--- config.mk ---
export PLATFORM = sky130hd
export DESIGN_NAME = add_rr_arbiter
export DESIGN_NICKNAME = d
export VERILOG_FILES = /design/src/rtl/add_rr_arbiter.sv
export SDC_FILE = /design/constraint.sdc
export NUM_CORES = 1
export LEC_CHECK = 0
export ABC_CLOCK_PERIOD_IN_PS = 4490
export CAP_MARGIN = 30
export CELL_PAD_IN_SITES_DETAIL_PLACEMENT = 0
export CELL_PAD_IN_SITES_GLOBAL_PLACEMENT = 2
export CORE_ASPECT_RATIO = 0.5
export CORE_MARGIN = 2
export CORE_UTILIZATION = 24
export CTS_BUF_LIST = sky130_fd_sc_hd__clkbuf_4
export DETAILED_ROUTE_END_ITERATION = 10
export PLACE_DENSITY_LB_ADDON = 0.05
export SLEW_MARGIN = 20
export SYNTH_ARGS = -nofsm -noshare
export SYNTH_HDL_FRONTEND = slang
export SYNTH_SLANG_ARGS = --single-unit
export TNS_END_PERCENT = 10
--- constraint.sdc ---
create_clock -name CLK -period 4.49 [get_ports CLK]
set_input_delay 0.898 -clock CLK [delete_from_list [all_inputs] [get_ports CLK]]
set_output_delay 0.898 -clock CLK [all_outputs]
set_load 0.01 [all_outputs]
--- src/rtl/add_rr_arbiter.sv ---
// -----------------------------------------------------------------------------
// add_rr_arbiter
//   Shares one WIDTH-bit adder (sum + {V,C,N,Z} flags) among NREQ requesters.
//   Requests are arbitrated round-robin over valid/ready channels. The granted
//   operation is computed combinationally and captured in a single-entry
//   output register, which is presented on a valid/ready response channel
//   tagged with the owning requester's index.
//
// Ports
//   CLK         rising-edge clock
//   ASYNCRESET  asynchronous, active-high reset
//   clk_en      global enable; low freezes every register and blocks grants
//   req_valid   per-requester request valid                    [NREQ]
//   req_ready   per-requester grant, one-hot or zero (comb.)   [NREQ]
//   req_a       operand a, requester i at [i*WIDTH +: WIDTH]   [NREQ*WIDTH]
//   req_b       operand b, packed like req_a                   [NREQ*WIDTH]
//   rsp_valid   response valid
//   rsp_ready   response consumer ready
//   rsp_id      index of the requester owning the response     [IDW]
//   rsp_data    sum[WIDTH-1:0]                                 [WIDTH]
//   rsp_flags   {V,C,N,Z}                                      [4]
//   op_count    saturating count of accepted requests          [CNTW]
// -----------------------------------------------------------------------------
module add_rr_arbiter #(
    parameter int NREQ  = 4,
    parameter int WIDTH = 16,
    parameter int IDW   = $clog2(NREQ),
    parameter int CNTW  = 16
) (
    input  logic                  CLK,
    input  logic                  ASYNCRESET,
    input  logic                  clk_en,
    input  logic [NREQ-1:0]       req_valid,
    output logic [NREQ-1:0]       req_ready,
    input  logic [NREQ*WIDTH-1:0] req_a,
    input  logic [NREQ*WIDTH-1:0] req_b,
    output logic                  rsp_valid,
    input  logic                  rsp_ready,
    output logic [IDW-1:0]        rsp_id,
    output logic [WIDTH-1:0]      rsp_data,
    output logic [3:0]            rsp_flags,
    output logic [CNTW-1:0]       op_count
);

    // Registered state
    logic             rsp_valid_q, rsp_valid_d;
    logic [IDW-1:0]   rsp_id_q,    rsp_id_d;
    logic [WIDTH-1:0] rsp_data_q,  rsp_data_d;
    logic [3:0]       rsp_flags_q, rsp_flags_d;
    logic [CNTW-1:0]  op_count_q,  op_count_d;
    logic [IDW-1:0]   ptr_q,       ptr_d;

    // Arbitration results
    logic             slot_free;
    logic             grant_found;
    logic [IDW-1:0]   grant_idx;
    logic [NREQ-1:0]  grant;

    // Datapath
    logic [WIDTH-1:0] op_a, op_b;
    logic [WIDTH:0]   sum;
    logic [WIDTH-1:0] sum_data;
    logic             flag_v, flag_c, flag_n, flag_z;

    // The slot can take a new result when it is empty or being drained in
    // this same cycle, so a consume and an accept overlap with no bubble.
    assign slot_free = clk_en & (~rsp_valid_q | rsp_ready);

    // Round-robin priority search starting at ptr_q.
    // NOTE: every signal written in an always_comb gets a default at the top
    // of the block; a path that leaves one unassigned infers a latch.
    always_comb begin
        int idx;
        grant_found = 1'b0;
        grant_idx   = '0;
        grant       = '0;
        idx         = 0;
        if (slot_free) begin
            for (int k = 0; k < NREQ; k++) begin
                idx = int'(ptr_q) + k;
                if (idx >= NREQ) idx = idx - NREQ;
                if (!grant_found && req_valid[idx]) begin
                    grant_found = 1'b1;
                    grant_idx   = IDW'(idx);
                end
            end
        end
        if (grant_found) grant[grant_idx] = 1'b1;
    end

    // Grants are forced off while reset is held, independent of the clock.
    assign req_ready = ASYNCRESET ? '0 : grant;

    // Shared adder on the granted operands.
    always_comb begin
        op_a     = req_a[int'(grant_idx)*WIDTH +: WIDTH];
        op_b     = req_b[int'(grant_idx)*WIDTH +: WIDTH];
        sum      = {1'b0, op_a} + {1'b0, op_b};
        sum_data = sum[WIDTH-1:0];
        flag_c   = sum[WIDTH];
        flag_z   = (sum_data == '0);
        flag_n   = sum_data[WIDTH-1];
        // Signed overflow: like-signed operands produced an opposite-signed result.
        flag_v   = (op_a[WIDTH-1] & op_b[WIDTH-1] & ~flag_n) |
                   (~op_a[WIDTH-1] & ~op_b[WIDTH-1] & flag_n);
    end

    // Next-state logic for the output slot, pointer and counter.
    always_comb begin
        rsp_valid_d = rsp_valid_q;
        rsp_id_d    = rsp_id_q;
        rsp_data_d  = rsp_data_q;
        rsp_flags_d = rsp_flags_q;
        op_count_d  = op_count_q;
        ptr_d       = ptr_q;
        if (grant_found) begin
            // grant_found implies slot_free, hence clk_en is high here.
            rsp_valid_d = 1'b1;
            rsp_id_d    = grant_idx;
            rsp_data_d  = sum_data;
            rsp_flags_d = {flag_v, flag_c, flag_n, flag_z};
            ptr_d       = (int'(grant_idx) == NREQ-1) ? '0 : grant_idx + IDW'(1);
            if (op_count_q != {CNTW{1'b1}}) op_count_d = op_count_q + CNTW'(1);
        end else if (clk_en && rsp_valid_q && rsp_ready) begin
            // Consume with nothing to replace it: payload holds its last value.
            rsp_valid_d = 1'b0;
        end
    end

    // NOTE: state registers use non-blocking assignments so every flop
    // samples the pre-edge values, independent of statement order.
    always_ff @(posedge CLK or posedge ASYNCRESET) begin
        if (ASYNCRESET) begin
            rsp_valid_q <= 1'b0;
            rsp_id_q    <= '0;
            rsp_data_q  <= '0;
            rsp_flags_q <= '0;
            op_count_q  <= '0;
            ptr_q       <= '0;
        end else begin
            rsp_valid_q <= rsp_valid_d;
            rsp_id_q    <= rsp_id_d;
            rsp_data_q  <= rsp_data_d;
            rsp_flags_q <= rsp_flags_d;
            op_count_q  <= op_count_d;
            ptr_q       <= ptr_d;
        end
    end

    assign rsp_valid = rsp_valid_q;
    assign rsp_id    = rsp_id_q;
    assign rsp_data  = rsp_data_q;
    assign rsp_flags = rsp_flags_q;
    assign op_count  = op_count_q;

endmodule

==> results.sh <==
export IMPL_seq_area_frac_synth_pct=26.7
export IMPL_ant_nets=0
export IMPL_arrival_ns=4.65
export IMPL_pin_count=179
export IMPL_worstPathCellList="buf_6 -> inv_2 -> or3_4 -> o21ai_2 -> nand2_2 -> a221oi_4 -> buf_6 -> buf_12 -> buf_8 -> buf_8 -> mux2i_1 -> mux2i_1 -> ha_1 -> a21o_1 -> or3_4 -> o22a_4 -> xor2_2 -> a2111o_1 -> and4bb_1 -> a32o_2"
export IMPL_antenna_found_initial=0
export IMPL_setup_viol_count_final=0
export IMPL_root_buffer="clkbuf_4"
export IMPL_hold_start="rsp_data[6]"
export IMPL_place_hpwl_um=11000
export IMPL_netlist_instances=384
export IMPL_finalClockSkew_ns=0.0101
export IMPL_clockBufferDepth=2
export IMPL_finalWorstPathRequiredPeriod_ns=4.37
export IMPL_nNetsFinal=813
export IMPL_wl_per_cell_um=16.1
export IMPL_hold_depth=2
export IMPL_p_total_w=0.00265
export IMPL_grt_overflow=0
export IMPL_crit_path_top_delay_cell="or3_4"
export IMPL_cts_made_buffers=5
export IMPL_worstMarginPinSlew_ns=0.525
export IMPL_yosysTopAreaCellShare_pct=26.7
export IMPL_clock_sinks=40
export IMPL_timing_rr_end="rsp_flags[0]"
export IMPL_max_vdd_ir_drop_v=0.000276
export IMPL_drt_wl_total_um=13900
export IMPL_design_core_area_mm2=0.0153
export IMPL_ys_seq_elements=40
export IMPL_async_flop_share_pct=100
export IMPL_ys_warn_count=0
export IMPL_synth_area_leaders="dfrtp_1, mux2i_1, ha_1"
export IMPL_cp_end_kind="flip-flop"
export IMPL_rsz0062_at_grt="yes"
export IMPL_hold_viol_final=0
export IMPL_initial_core_util_pct=24.5
export IMPL_drc_errors=0
export IMPL_hp_class="flip-flop to flip-flop"
export IMPL_cts_tree="built"
export IMPL_synthDistinctLibCells=57
export IMPL_drive_above_1_share_pct=26.0
export IMPL_cts_htree_levels=2
export IMPL_io_buffers=178
export IMPL_fin_setup_tns_ns=0
export IMPL_crit_family="compound AO/OA/AOI/OAI gates"
export IMPL_vias=3829
export IMPL_row_count=32
export IMPL_drt_iter0_markers=164
export IMPL_power_density_mw_per_mm2=389
export IMPL_drv_cap=0
export IMPL_area_growth_syn_to_layout_pct=81.9
export IMPL_groute_usage_overall_pct=16.7
export IMPL_grt_first_pass_wirelength_um=22100
export IMPL_die_area_mm2=0.0167
export IMPL_path_buf_inv=6
export IMPL_r2r_start="ptr_q[0]"
export IMPL_vias_per_cell=4.46
export IMPL_synth_area_leader_cell="dfrtp_1"
export IMPL_diodes=0
export IMPL_ctsHoldBuffers=0
export IMPL_grt_max_degree=41
export IMPL_worst_hold_path_endpoint="rsp_data[6]"
export IMPL_outcome="finished, final reports clean"
export IMPL_gp_congestion=0.785
export IMPL_fp_dieH_um=92.4
export IMPL_clkTransAtPathRegs_ns=0.12
export IMPL_critical_path_max_stage_delay_ns=0.37
export IMPL_syn_nets=543
export IMPL_grt_pass1_vias=3900
export IMPL_synth_cell_area_mm2=0.00375
export IMPL_die_width_um=181
export IMPL_r2r_slack_ns=0.21
export IMPL_leakagePower_nw=2.81
export IMPL_synth_edf_count=0
export IMPL_timing_critical_path_from_type="input pin"
export IMPL_cp_max_fo=5
export IMPL_clkLatencyLatePin_ns=0.34
export IMPL_crit_required_ns=4.78
export IMPL_synthFlopType="dfrtp_1"
export IMPL_firstDrtPassIters=4
export IMPL_drv_slew=0
export IMPL_post_route_period_util_pct=97.2
export IMPL_synth_avg_cell_area_um2=9.77
export IMPL_critPathKind="input pin to flip-flop"
export IMPL_ff2ff_path_depth=19
export IMPL_relSlewSlack_pct=65.0
export IMPL_max_freq_ghz=0.229
[layout make-up]
| class | instances | area [µm²] |
|---|---|---|
| fill | 1456 | 8510 |
| multi-input combinational | 314 | 2800 |
| timing repair buffer | 280 | 2660 |
| sequential | 40 | 1000 |
| tap | 204 | 255 |
| clock buffer | 7 | 52.6 |
| inverter | 13 | 48.8 |
| clock inverter | 1 | 3.75 |
[what timing repair did]
action,4_1_cts,5_1_grt
pin swaps,18,21
gates cloned,1,0
gates resized for setup,27,43
buffers inserted,7,11
endpoints found under the setup margin,10,6
[power by group]
part	internal [W]	switching [W]
clock	0.0000724	0.000113
sequential	0.000480	0.0000974
combinational	0.00111	0.000777
[cells in the final DEF (no fill, tap or decap), types with 4 or more instances in the layout]
master and count:
clkdlybuf4s50_1 174, buf_4 89, mux2i_1 86, dfrtp_1 40, nand2_1 23, nor2_1 20
ha_1 20, mux2_2 14, o21ai_0 13, xor2_1 11, inv_1 9, a21oi_1 9
xnor2_1 7, clkbuf_4 7, and2_1 6, nand3_1 6, mux2i_2 6, buf_12 6
o21a_1 5, mux2i_4 5, buf_6 5, a21o_1 4, nor3_1 4, a211oi_1 4
and4_1 4, nand4_1 4
[registers in the layout (all words and copies together), names as in the netlist]
signal	flops
rsp_id	2
rsp_valid	1
ptr_q	2
rsp_data	15
rsp_flags	4
op_count	16
[metrics by stage]
stage	instance area (µm²)	utilization (%)	hold slack (ns)	std cells	setup slack [ns]
floorplan	3760	-	0.514	384	0.0124
global placement	6380	41.6	0.463	834	-0.622
detailed placement	6380	41.6	0.473	834	-0.727
CTS	6590	43.0	0.504	850	0.00788
global route	6820	44.5	0.538	859	-0.0374
finish	6820	44.5	0.498	859	0.123
[tightest hold or removal path, cell delays in order (launching register included)]
cell     delay, ns
dfrtp_1       0.36
nand2_1       0.04
o21ai_0       0.06
[synthesized netlist by cell type (9+ instances only)]
| cell | n |
|---|---|
| a21oi_1 | 11 |
| dfrtp_1 | 40 |
| ha_1 | 22 |
| inv_1 | 11 |
| mux2_2 | 15 |
| mux2i_1 | 97 |
| nand2_1 | 24 |
| nor2_1 | 20 |
| o21ai_0 | 17 |
| xnor2_1 | 9 |
| xor2_1 | 13 |
[kinds of logic after synthesis]
family	after synthesis	share of synthesized area [%]
multiplexers	112	30.4
buffers and inverters	30	4.77
XOR/XNOR	22	5.14
AO/OA/AOI/OAI	70	13.1
AND/OR/NAND/NOR	87	12.0
flip-flops	40	26.7
adder cells (fa/ha/maj)	23	7.87
[metal layers]
layer	up-vias	wire length [µm]	global-route usage [%]
li1	1959	-	-
met1	1760	7610	26.5
met2	105	5470	23.4
met3	5	737	2.99
met4	0	47	1.81
met5	-	0	0
[worst max-delay path by stage]
stage | startpoint | to | slack (ns) | depth (start not counted)
global placement | req_valid[0] | rsp_flags[0] | -0.62 | 17
detailed placement | req_valid[0] | rsp_flags[0] | -0.73 | 18
floorplan | req_valid[0] | rsp_flags[0] | 0.01 | 19
global route | req_valid[0] | rsp_flags[0] | -0.04 | 20
CTS | rsp_ready | rsp_flags[0] | 0.008 | 21
finish | req_valid[0] | rsp_flags[0] | 0.12 | 20
Note: power is estimated with default switching activity, not from simulation.
